## src/rtl/display_sequencer.sv

```systemverilog
// display_sequencer: display-mode controller for the bike computer.
// Steps through NUM_MODES display modes on button edges or auto-scroll,
// blinks the mode annunciators on overspeed, and runs a start/valid
// handshake with the binary-to-ASCII converter.
//
// Ports:
//   clock, reset       system clock, synchronous active-high reset
//   mode               debounced mode button (level)
//   auto_en            auto-scroll enable
//   half_sec_pulse     2 Hz one-cycle strobe (blink timing)
//   sec_pulse          1 Hz one-cycle strobe (scroll, colon, refresh)
//   speed              current speed, compared against SPEED_LIMIT
//   conv_valid/data    converter result strobe and six ASCII bytes
//   mode_sel           one-hot current mode, sent to the converter
//   indicator          LCD mode annunciators
//   conv_start         one-cycle converter request
//   disp_data          latched display characters
//   point, col         decimal point and colon
//   timeout_err        sticky converter-timeout flag
module display_sequencer #(
    parameter int                   NUM_MODES        = 4,
    parameter int                   SPEED_WIDTH      = 12,
    parameter int                   SPEED_LIMIT      = 65,
    parameter logic [NUM_MODES-1:0] POINT_MASK       = 4'b0011,
    parameter logic [NUM_MODES-1:0] COL_MASK         = 4'b0100,
    parameter int                   AUTO_SCROLL_SECS = 5,
    parameter int                   TIMEOUT_CYCLES   = 1023
) (
    input  logic                   clock,
    input  logic                   reset,
    input  logic                   mode,
    input  logic                   auto_en,
    input  logic                   half_sec_pulse,
    input  logic                   sec_pulse,
    input  logic [SPEED_WIDTH-1:0] speed,
    input  logic                   conv_valid,
    input  logic [47:0]            conv_data,
    output logic [NUM_MODES-1:0]   mode_sel,
    output logic [NUM_MODES-1:0]   indicator,
    output logic                   conv_start,
    output logic [47:0]            disp_data,
    output logic                   point,
    output logic                   col,
    output logic                   timeout_err
);

    localparam int MW = (NUM_MODES > 1) ? $clog2(NUM_MODES) : 1;
    localparam int SW = (AUTO_SCROLL_SECS > 1) ?
                        $clog2(AUTO_SCROLL_SECS + 1) : 1;
    localparam int TW = (TIMEOUT_CYCLES > 1) ?
                        $clog2(TIMEOUT_CYCLES + 1) : 1;

    localparam logic [MW-1:0] LAST_IDX  = MW'(NUM_MODES - 1);
    localparam logic [SW-1:0] SCROLL_TC = SW'((AUTO_SCROLL_SECS > 0) ?
                                              AUTO_SCROLL_SECS - 1 : 0);
    localparam logic [TW-1:0] WAIT_TC   = TW'((TIMEOUT_CYCLES > 0) ?
                                              TIMEOUT_CYCLES - 1 : 0);
    localparam logic [SPEED_WIDTH-1:0] LIMIT = SPEED_WIDTH'(SPEED_LIMIT);
    localparam bit AUTO_ON = (AUTO_SCROLL_SECS != 0);

    typedef enum logic [1:0] {
        IDLE,
        REQ,
        WAIT
    } conv_state_e;

    logic [MW-1:0]        idx_q, idx_d;
    logic                 mode_r_q, mode_r_d;
    logic [SW-1:0]        scroll_q, scroll_d;
    logic                 blink_q, blink_d;
    logic                 col_q, col_d;
    logic                 chg_q, chg_d;
    logic                 pend_q, pend_d;
    conv_state_e          state_q, state_d;
    logic [TW-1:0]        wcnt_q, wcnt_d;
    logic [NUM_MODES-1:0] mode_sel_q, mode_sel_d;
    logic [NUM_MODES-1:0] indicator_q, indicator_d;
    logic                 point_q, point_d;
    logic                 conv_start_q, conv_start_d;
    logic [47:0]          disp_q, disp_d;
    logic                 tout_q, tout_d;

    logic btn_edge;
    logic auto_act;
    logic scroll_tc;
    logic advance;
    logic overspeed;
    logic trigger;

    // Mode stepping, scroll counter, blink and annunciator outputs
    always_comb begin
        btn_edge  = mode & ~mode_r_q;
        auto_act  = AUTO_ON && auto_en;
        scroll_tc = auto_act && sec_pulse && (scroll_q == SCROLL_TC);
        // a button edge coinciding with terminal count is one step
        advance   = btn_edge | scroll_tc;
        overspeed = speed > LIMIT;

        mode_r_d = mode;
        chg_d    = advance;

        idx_d = idx_q;
        if (advance) begin
            idx_d = (idx_q == LAST_IDX) ? '0 : idx_q + 1'b1;
        end

        scroll_d = scroll_q;
        if (!auto_act || btn_edge || scroll_tc) begin
            scroll_d = '0;
        end else if (sec_pulse) begin
            scroll_d = scroll_q + 1'b1;
        end

        blink_d = blink_q ^ half_sec_pulse;

        mode_sel_d  = NUM_MODES'(1) << idx_d;
        // the active mode stays lit; the others flash on overspeed
        indicator_d = mode_sel_d |
                      ((overspeed && blink_d) ? ~mode_sel_d : '0);
        point_d     = POINT_MASK[idx_d];

        col_d = col_q;
        if (advance || !COL_MASK[idx_q]) begin
            col_d = 1'b0;
        end else if (sec_pulse) begin
            col_d = ~col_q;
        end
    end

    // Converter handshake with a single-entry request queue
    always_comb begin
        trigger      = sec_pulse | chg_q;
        state_d      = state_q;
        pend_d       = pend_q;
        wcnt_d       = wcnt_q;
        disp_d       = disp_q;
        tout_d       = tout_q;
        conv_start_d = (state_q == REQ);

        unique case (state_q)
            IDLE: begin
                if (pend_q || trigger) begin
                    state_d = REQ;
                    pend_d  = 1'b0;
                end
            end
            REQ: begin
                state_d = WAIT;
                wcnt_d  = '0;
                if (trigger) begin
                    pend_d = 1'b1;
                end
            end
            WAIT: begin
                if (trigger) begin
                    pend_d = 1'b1;
                end
                if (conv_valid) begin
                    disp_d  = conv_data;
                    state_d = IDLE;
                end else if (wcnt_q == WAIT_TC) begin
                    tout_d  = 1'b1;
                    state_d = IDLE;
                end else begin
                    wcnt_d = wcnt_q + 1'b1;
                end
            end
            default: begin
                state_d = IDLE;
            end
        endcase
    end

    always_ff @(posedge clock) begin
        if (reset) begin
            idx_q        <= '0;
            mode_r_q     <= 1'b0;
            scroll_q     <= '0;
            blink_q      <= 1'b0;
            col_q        <= 1'b0;
            chg_q        <= 1'b0;
            pend_q       <= 1'b0;
            state_q      <= IDLE;
            wcnt_q       <= '0;
            mode_sel_q   <= NUM_MODES'(1);
            indicator_q  <= NUM_MODES'(1);
            point_q      <= POINT_MASK[0];
            conv_start_q <= 1'b0;
            disp_q       <= '0;
            tout_q       <= 1'b0;
        end else begin
            idx_q        <= idx_d;
            mode_r_q     <= mode_r_d;
            scroll_q     <= scroll_d;
            blink_q      <= blink_d;
            col_q        <= col_d;
            chg_q        <= chg_d;
            pend_q       <= pend_d;
            state_q      <= state_d;
            wcnt_q       <= wcnt_d;
            mode_sel_q   <= mode_sel_d;
            indicator_q  <= indicator_d;
            point_q      <= point_d;
            conv_start_q <= conv_start_d;
            disp_q       <= disp_d;
            tout_q       <= tout_d;
        end
    end

    assign mode_sel    = mode_sel_q;
    assign indicator   = indicator_q;
    assign point       = point_q;
    assign col         = col_q;
    assign conv_start  = conv_start_q;
    assign disp_data   = disp_q;
    assign timeout_err = tout_q;

endmodule
```

## config.mk

```make
export PLATFORM = sky130hd
export DESIGN_NAME = display_sequencer
export DESIGN_NICKNAME = d
export VERILOG_FILES = /design/src/rtl/display_sequencer.sv
export SDC_FILE = /design/constraint.sdc
export NUM_CORES = 1
export LEC_CHECK = 0
export BUFFER_PORTS_ARGS = -buffer_cell sky130_fd_sc_hd__buf_2
export CORE_MARGIN = 2
export CORE_UTILIZATION = 35
export CTS_CLUSTER_DIAMETER = 100
export DETAILED_ROUTE_END_ITERATION = 10
export PLACE_DENSITY = 0.73
export SYNTH_ARGS = -nofsm -noshare
export SYNTH_HDL_FRONTEND = slang
export SYNTH_SLANG_ARGS = --single-unit
```

## constraint.sdc

```tcl
create_clock -name clock -period 1.6 [get_ports clock]
set_input_delay 0.16 -clock clock [delete_from_list [all_inputs] [get_ports clock]]
set_output_delay 0.16 -clock clock [all_outputs]
set_load 0.05 [all_outputs]
```

==> results by stage, run 1 <==
Route:
- The routed layout has around 3.0k vias.
- The number of design rule violations left after detail routing is 0.
- The detailed router finished its first iteration with 52 violations.
- Once detail routing completed, the nets flagged for antenna violations numbered 0.
- In the final routed layout, each cell accounts on average for about 13 um.
- For this block, the routed nets add up to around 7800 um of wire.
- The average vias per placed instance is around 4.9.
- The number of iterations in the first detailed-routing pass is 4.

Worst hold path:
- The classification of the worst-slack hold path is in2reg.
- The worst hold path endpoint is disp_data[27].
- Counting instances, the worst hold path has a depth of 3.
- In this run the most critical hold path is launched from conv_data[27].

Floorplanning:
- The floorplan step defined a die boundary enclosing between 9000 and 10000 sq um.
- The standard cell core area is 8720 sq um.
- The floorplan has 34 rows.
- The initial utilization of the core area, before any placement, comes to 36.1%.
- The floorplan step set the die width to 98.9 um.
- The vertical die dimension is 98.9 um.
- For this design the top-level I/O count stands at 127.

Timing:
- The worst hold slack across all endpoints is slightly above 0.05 ns.
- The count of final hold-check violations is 0.
- Setup repair after global routing could not meet its margin everywhere.
- The actual slew at the worst max-slew pin is roughly 0.48 ns.
- The part of the cycle the worst path needs is 100%.
- The headroom to the max-slew limit is around two thirds.
- The count of final max-slew check failures is 0.
- The smallest clock period supported by the final layout is computed as 1.60 ns.
- The setup slack of the critical path after layout is -0.00156 ns.
- The maximum frequency from static timing analysis is about 620 MHz.
- On the final layout, the worst clock skew is between 0.009 and 0.01 ns.
- Setup violations remaining at the end of the flow were counted as 1.

Clock network:
- The CTS sink count is 81.
- The number of levels in the clock H-tree is 3.
- The clock passes through at most 2 buffers.
- The number of hold buffers added after cts is 0.
- Clock-pin slew was measured on the worst setup and hold paths at roughly 0.090 ns.
- Clock tree synthesis inserted a total of 9 buffers.
- The later-pin clock latency in the skew report is 0.33 ns.
- TritonCTS built the clock tree.
- The cell chosen for the clock root is sky130_fd_sc_hd__clkbuf_8.

Yosys:
- Synthesis inferred 81 register bits.
- Among all flip-flop cells after synthesis, the most frequent one is sky130_fd_sc_hd__dfxtp_1.
- The average size of a mapped cell is around 8.4 sq um.
- Counting flops with a built-in enable in the synthesized netlist gives 0.
- Synthesis produced a netlist with a net count of roughly 450.
- The distinct cell type count of the synthesized netlist is 47.
- Of all flip-flops after synthesis, the portion carrying an async set or reset was 0%.
- For this run, the number of Yosys warnings is 0.
- Sequential elements use 51.5% of the synthesized area.
- The synthesized cell area is between 3000 and 4000 sq um.
- The synthesized instance count is between 300 and 400.

Run status:
- The flow ran to the end, but the final reports show violations.
- The checks that failed: setup timing.

Cells and area:
- The total inserted antenna cells is 0.
- In the layout the commonest cells are 125 x sky130_fd_sc_hd__buf_2, 105 x sky130_fd_sc_hd__nand2_1, 80 x sky130_fd_sc_hd__dfxtp_1.
- The most common cell after layout, fill and taps aside is sky130_fd_sc_hd__buf_2.
- Of the cells placed in the final design, the portion with a size suffix greater than 1 is 35.3%.
- The number of nets in the layout is ~590.
- In the final layout, the multi-input gates occupy 1480 sq um.
- The layout filler cell count is around 850.
- The finished cells cover ~4300 sq um.
- The combined flip-flop and latch cell area is 1620 sq um.
- Compared with the post-synthesis result, the final layout area differs by 36.7%.

Power:
- The highest ir drop seen on vdd is between 0.5 and 0.6 mV.
- The analysis attributes to cell leakage a power of ~0.0019 uW.
- In this run the power density over the cells is between 1000 and 1500 nW/um^2.

Worst setup path:
- The startpoint of the worst register-to-register path is wcnt_q[0].
- The category of the worst setup path capture point is a flop.
- The biggest fanout along the worst timing path is 6.
- Data on the critical path arrives at its endpoint at 1.82 ns.
- The endpoint identified for the worst register-to-register timing path is wcnt_q[7].
- At the worst endpoint, the required time is between 1.5 and 2 ns.
- The element type at the critical path start is a flop.
- The start-to-end type of the worst setup path is reg2reg.
- The register-to-register setup slack is -0.002 ns.
- The number of cells on the worst reg-to-reg path is 8.
- The start point of the critical path is wcnt_q[0].

Global routing:
- Entering global routing, the biggest net connects between 40 and 50 pins.
- The number of global-route vias before repair is 2922.
- Across every metal layer, demand over resource in global routing totals 15.2%.
- Global routing finished with a remaining overflow of 0.
- The global-route wire length before repair is 12500 um.
- The initial antenna violation count came to 0.

Placement:
- The final weighted congestion in routability-driven placement is roughly 0.77.
- The number of buffers inserted by port buffering is ~130.
- Once detailed placement completed, the half-perimeter wirelength came to approximately 5400 um.
- The placed instance area is just under 4000 sq um.

Flow run:
- The count of maximum capacitance violations is 0.
[timing repair]
item / 4_1_cts / 5_1_grt
pin swaps: 5 / 10
buffers inserted: 3 / 0
gates resized for setup: 7 / 16
endpoints found under the setup margin: 51 / 16
gates cloned: 0 / 1
[flip-flops by register name, summed over array words and instances (netlist names), 2 cells and up]
register   count
disp_data     48
idx_q          2
indicator      4
mode_sel       4
scroll_q       3
state_q        2
wcnt_q        10
[worst max-delay path, stage by stage, from the launching register on]
cell,delay [ns]
sky130_fd_sc_hd__dfxtp_2,0.34
sky130_fd_sc_hd__inv_2,0.04
sky130_fd_sc_hd__ha_4,0.15
sky130_fd_sc_hd__and4_4,0.15
sky130_fd_sc_hd__a31o_4,0.25
sky130_fd_sc_hd__buf_6,0.14
sky130_fd_sc_hd__buf_6,0.12
sky130_fd_sc_hd__o31ai_4,0.22
sky130_fd_sc_hd__a21oi_1,0.10
[cell usage after synthesis, drive strengths merged, types with 2 or more instances]
cell type	number	area share (%)
nand4	4	0.99
nand2b	2	0.40
a21oi	59	9.4
o21ai	3	0.48
mux2i	2	0.64
inv	14	1.7
clkbuf	9	1.1
nor3	4	0.64
nor2	15	1.8
buf	11	1.5
nand3	8	1.3
dfxtp	81	51
xor2	3	0.83
or4	5	1.2
and2	2	0.40
o31ai	6	1.4
ha	11	4.4
a31oi	2	0.40
a21o	2	0.48
nand2	106	13
a31o	2	0.83
nor2b	3	0.60
and4	2	0.71
[cell type report]
type / count / area share (%)
sequential: 81 / 37.7
multi-input combinational: 260 / 34.3
timing repair buffer: 144 / 18.3
tap: 108 / 3.14
clock buffer: 9 / 2.88
clock inverter: 5 / 2.47
inverter: 14 / 1.22
[how the worst max path moves through the flow]
stage | depth (start not counted) | slack (ns) | endpoint
2_1_floorplan | 6 | -0.00005 | wcnt_q[6]
3_3_place_gp | 5 | -0.05 | disp_data[40]
3_5_place_dp | 5 | -0.11 | disp_data[22]
4_1_cts | 6 | -0.03 | wcnt_q[7]
5_1_grt | 8 | -0.04 | wcnt_q[7]
6_report | 8 | -0.002 | wcnt_q[7]
[where the power goes]
group,switching [uW],total (uW),leakage (uW),internal [uW]
clock network,696,1720,0.000111,1020
logic,934,1380,0.00113,445
registers,72.9,2260,0.000658,2180
total,1700,5350,0.00190,3650
[per-stage QoR]
step	power [uW]	TNS [ns]	utilization, %	cells	worst slack, ns
global placement	3590	-1.43	45.5	603	-0.0508
CTS	5390	-0.0351	48.6	620	-0.0335
detailed placement	3630	-4.06	45.5	603	-0.110
finish	5350	-0.00156	49.4	621	-0.00156
global route	5630	-0.175	49.4	621	-0.0391
floorplan	3210	-0.000142	-	374	-0.0000518
[cells by family (layout without fill, tap and decap cells)]
| logic type | count (synthesis) | in the layout | share of synthesized area, % |
|---|---|---|---|
| and+or+nand+nor | 157 | 158 | 22.0 |
| AOI/OAI and AO/OA | 84 | 84 | 15.8 |
| adders and majority gates | 11 | 11 | 4.37 |
| buffers and inverters | 34 | 172 | 4.29 |
| xor gates and xnor gates | 4 | 4 | 1.11 |
| DFF | 81 | 81 | 51.5 |
| muxes | 3 | 3 | 0.993 |
[layer usage]
metal	GRT usage (%)	up-vias	part of all wire (%)
met2	27.8	110	50
met5	0	-	0
met1	17.6	1381	42
met4	4.53	0	0.86
li1	-	1526	-
met3	3.62	9	6.9
Power figures use the tool's default switching activity.
==> run 2, diff against run 1 <==
--- a/config.mk
+++ b/config.mk
@@ -11,6 +11,7 @@
 export CTS_CLUSTER_DIAMETER = 100
 export DETAILED_ROUTE_END_ITERATION = 10
 export PLACE_DENSITY = 0.73
+export REMOVE_ABC_BUFFERS = 1
 export SYNTH_ARGS = -nofsm -noshare
 export SYNTH_HDL_FRONTEND = slang
 export SYNTH_SLANG_ARGS = --single-unit
==> run 2 against run 1 <==
Against the previous run:
- first-iteration DRC count is 73% higher
- largest cell class unchanged
- critical endpoint unchanged
- clock-buffer cell count up 1
- clock power grew 5%
- the flow still finishes with violations (setup timing)
==> results by stage, run 2 (synthesized netlist as in run 1, its figures left out) <==
Run status:
- The flow ran to the end, but the final reports show violations.
- The checks that failed: setup timing.

Cells and area:
- The post-synthesis to final-layout area growth is 37.0%.
- The register with the most flip-flops in the layout has 48 of them.
- In the layout the commonest cells are 125 x sky130_fd_sc_hd__buf_2, 106 x sky130_fd_sc_hd__nand2_1, 79 x sky130_fd_sc_hd__dfxtp_1.
- The most common cell after layout, fill and taps aside is sky130_fd_sc_hd__buf_2.
- The post-route non-filler standard cell count is about 620.
- The fraction of the core area covered by cells at the end of the flow is between 40% and 50%.
- Cells with a size suffix above 1 make up about a third of the layout.
- The final layout contains approximately 600 nets.
- The total inserted antenna cells is 0.

Timing:
- The count of final max-slew check failures is 0.
- The count of final hold-check violations is 0.
- The headroom to the max-slew limit is 73.4%.
- The shortest clock period the worst path allows after layout is ~1.7 ns.
- Setup violations remaining at the end of the flow were counted as 3.
- Timing would allow up to 605 MHz.
- After layout, the worst setup slack is -0.0539 ns.
- Between clock sinks in the finished design, the worst skew comes to 0.0110 ns.
- At the pin with the least slew margin, the transition time is roughly 0.40 ns.
- Summed over all failing endpoints, the final setup total negative slack is -0.135 ns.
- The worst path uses 103% of the clock period.
- Setup repair after global routing could not meet its margin everywhere.

Floorplanning:
- The number of top-level pins is 127.
- The core region is around 8700 sq um.
- Measured along the x axis, the die boundary spans approximately 99 um.
- The number of rows created at floorplan is 34.
- The die covers approximately 9800 sq um.
- Once the floorplan was initialized, standard cells occupied 36.1% of the core.
- The vertical die dimension is roughly 99 um.

Power:
- The analysis attributes to cell leakage a power of approximately 0.0019 uW.
- The power density of the placed cells is 1260 nW/um^2.
- Total power for the finished layout comes to between 5000 and 6000 uW.
- The highest ir drop seen on vdd is between 0.5 and 0.6 mV.

Flow run:
- The count of maximum capacitance violations is 0.

Clock network:
- The later-pin clock latency in the skew report is approximately 0.35 ns.
- The clock-pin slew reported for the worst setup and hold paths after clock tree synthesis is around 0.09 ns.
- The clock buffer count from CTS is 9.
- TritonCTS built the clock tree.
- The number of levels in the clock H-tree is 3.
- Counting every sink on the clock net gives 81.
- No sink is reached through more buffers than the 2 on the longest clock path.
- The tree is rooted in a sky130_fd_sc_hd__clkbuf_8.

Placement:
- After detailed placement, the design holds a cell count of just over 600.
- The detailed-placement wirelength estimate is approximately 5600 um.
- The count of buffers added on input and output ports is between 100 and 150.
- The final weighted congestion in routability-driven placement is 0.807.

Worst setup path:
- Of all nets on the critical path, the largest fanout is 6.
- The critical-path cell with the highest stage delay is sky130_fd_sc_hd__or4_4.
- The element type at the critical path start is a flop.
- The largest delay contributor family on the critical path is simple AND/OR/NAND/NOR gates.
- At the worst endpoint, the arrival time is between 1.5 and 2 ns.
- The critical path in this run is classified as reg2reg.
- The total buffers and inverters traversed by the critical path is 1.
- The category of the worst setup path capture point is a flop.
- The register-to-register setup slack is -0.05 ns.
- The required time reported for the critical path endpoint is about 1.9 ns.
- The signal on the critical path passes through inv_2 > ha_4 > and4_4 > a31o_4 > or4_4 > a21oi_2.
- The largest single stage delay on the critical path is 0.48 ns.

Route:
- The initial DRC count is 90.
- The amount of wire on met3 after detailed routing is approximately 490 um.
- Using the TritonRoute via totals, the vias-per-cell ratio works out to between 4 and 5.
- The highest layer touched by signal routing is met4.
- After detailed routing, the total wire length is about 8000 um.
- The wire length per cell is around 13 um.
- The routed wire length on met2 is between 3000 and 4000 um.
- The number of nets with antenna violations after detailed routing is 0.
- In the final routing, the length of wire on met1 measures roughly 3400 um.
- The overall via count from detail_route is around 3.0k.
- For this run, design rule violations remaining after detail routing come to 0.
- Before antenna repair, the detailed router went through 4 iterations.

Global routing:
- The total global-route track usage is between 10% and 20%.
- The pin count of the biggest net entering global routing is 39.
- The first global-routing pass estimated between 10000 and 15000 um of wire.
- The initial antenna violation count is 0.
- The number of global-route vias before repair is between 2k and 3k.
- Global routing finished with a remaining overflow of 0.

Worst hold path:
- The classification of the worst-slack hold path is in2reg.
[run 2: cell type report]
cell class              count  area (sq um)
clock buffers              10           138
clock inverters             5           104
fillers                   835          4410
inverters                  14          52.6
multi-input cells         260          1460
flip-flops and latches     81          1620
well taps                 108           135
repair buffers            146           800
[run 2: path summary, 6_finish.rpt]
| path | to | cells past startpoint | startpoint |
|---|---|---|---|
| hold reg to reg | disp_data[40] | 2 | disp_data[40] |
| hold / removal | disp_data[15] | 3 | conv_data[15] |
| setup reg to reg | wcnt_q[7] | 6 | wcnt_q[0] |
| setup / recovery | wcnt_q[7] | 6 | wcnt_q[0] |
[run 2: metrics by stage]
stage                     instance area, sq um  hold WS, ns  setup slack (ns)
final                                     4320       0.0397           -0.0539
after floorplan                           3070        0.229            -0.179
after detailed placement                  3990        0.402            -0.132
after global placement                    3990        0.391           -0.0811
after CTS                                 4270       0.0243           -0.0535
after global routing                      4320       0.0301            -0.129
[run 2: what timing repair did]
item                       CTS  global route
setup endpoints to repair    8            19
hold buffers                 0             0
gates cloned                 1             0
pin swaps                    7             6
setup buffers                1             0
resized for setup            6            13
[run 2: power breakdown]
part	internal [uW]	switching, uW	total [uW]
sequential	2180	76.8	2260
clock	1070	733	1800
combinational	458	931	1390
total	3710	1740	5450
[run 2: metal layers]
layer  vias to the layer above  GRT usage (%)
li1                       1538              -
met4                         0           7.90
met5                         -              0
met2                        94           26.7
met1                      1386           19.2
met3                        17           3.97
[run 2: tightest hold or removal path, cell delays in order]
cell,delay (ns)
sky130_fd_sc_hd__buf_2,0.09
sky130_fd_sc_hd__nand2_1,0.04
sky130_fd_sc_hd__a21oi_1,0.05
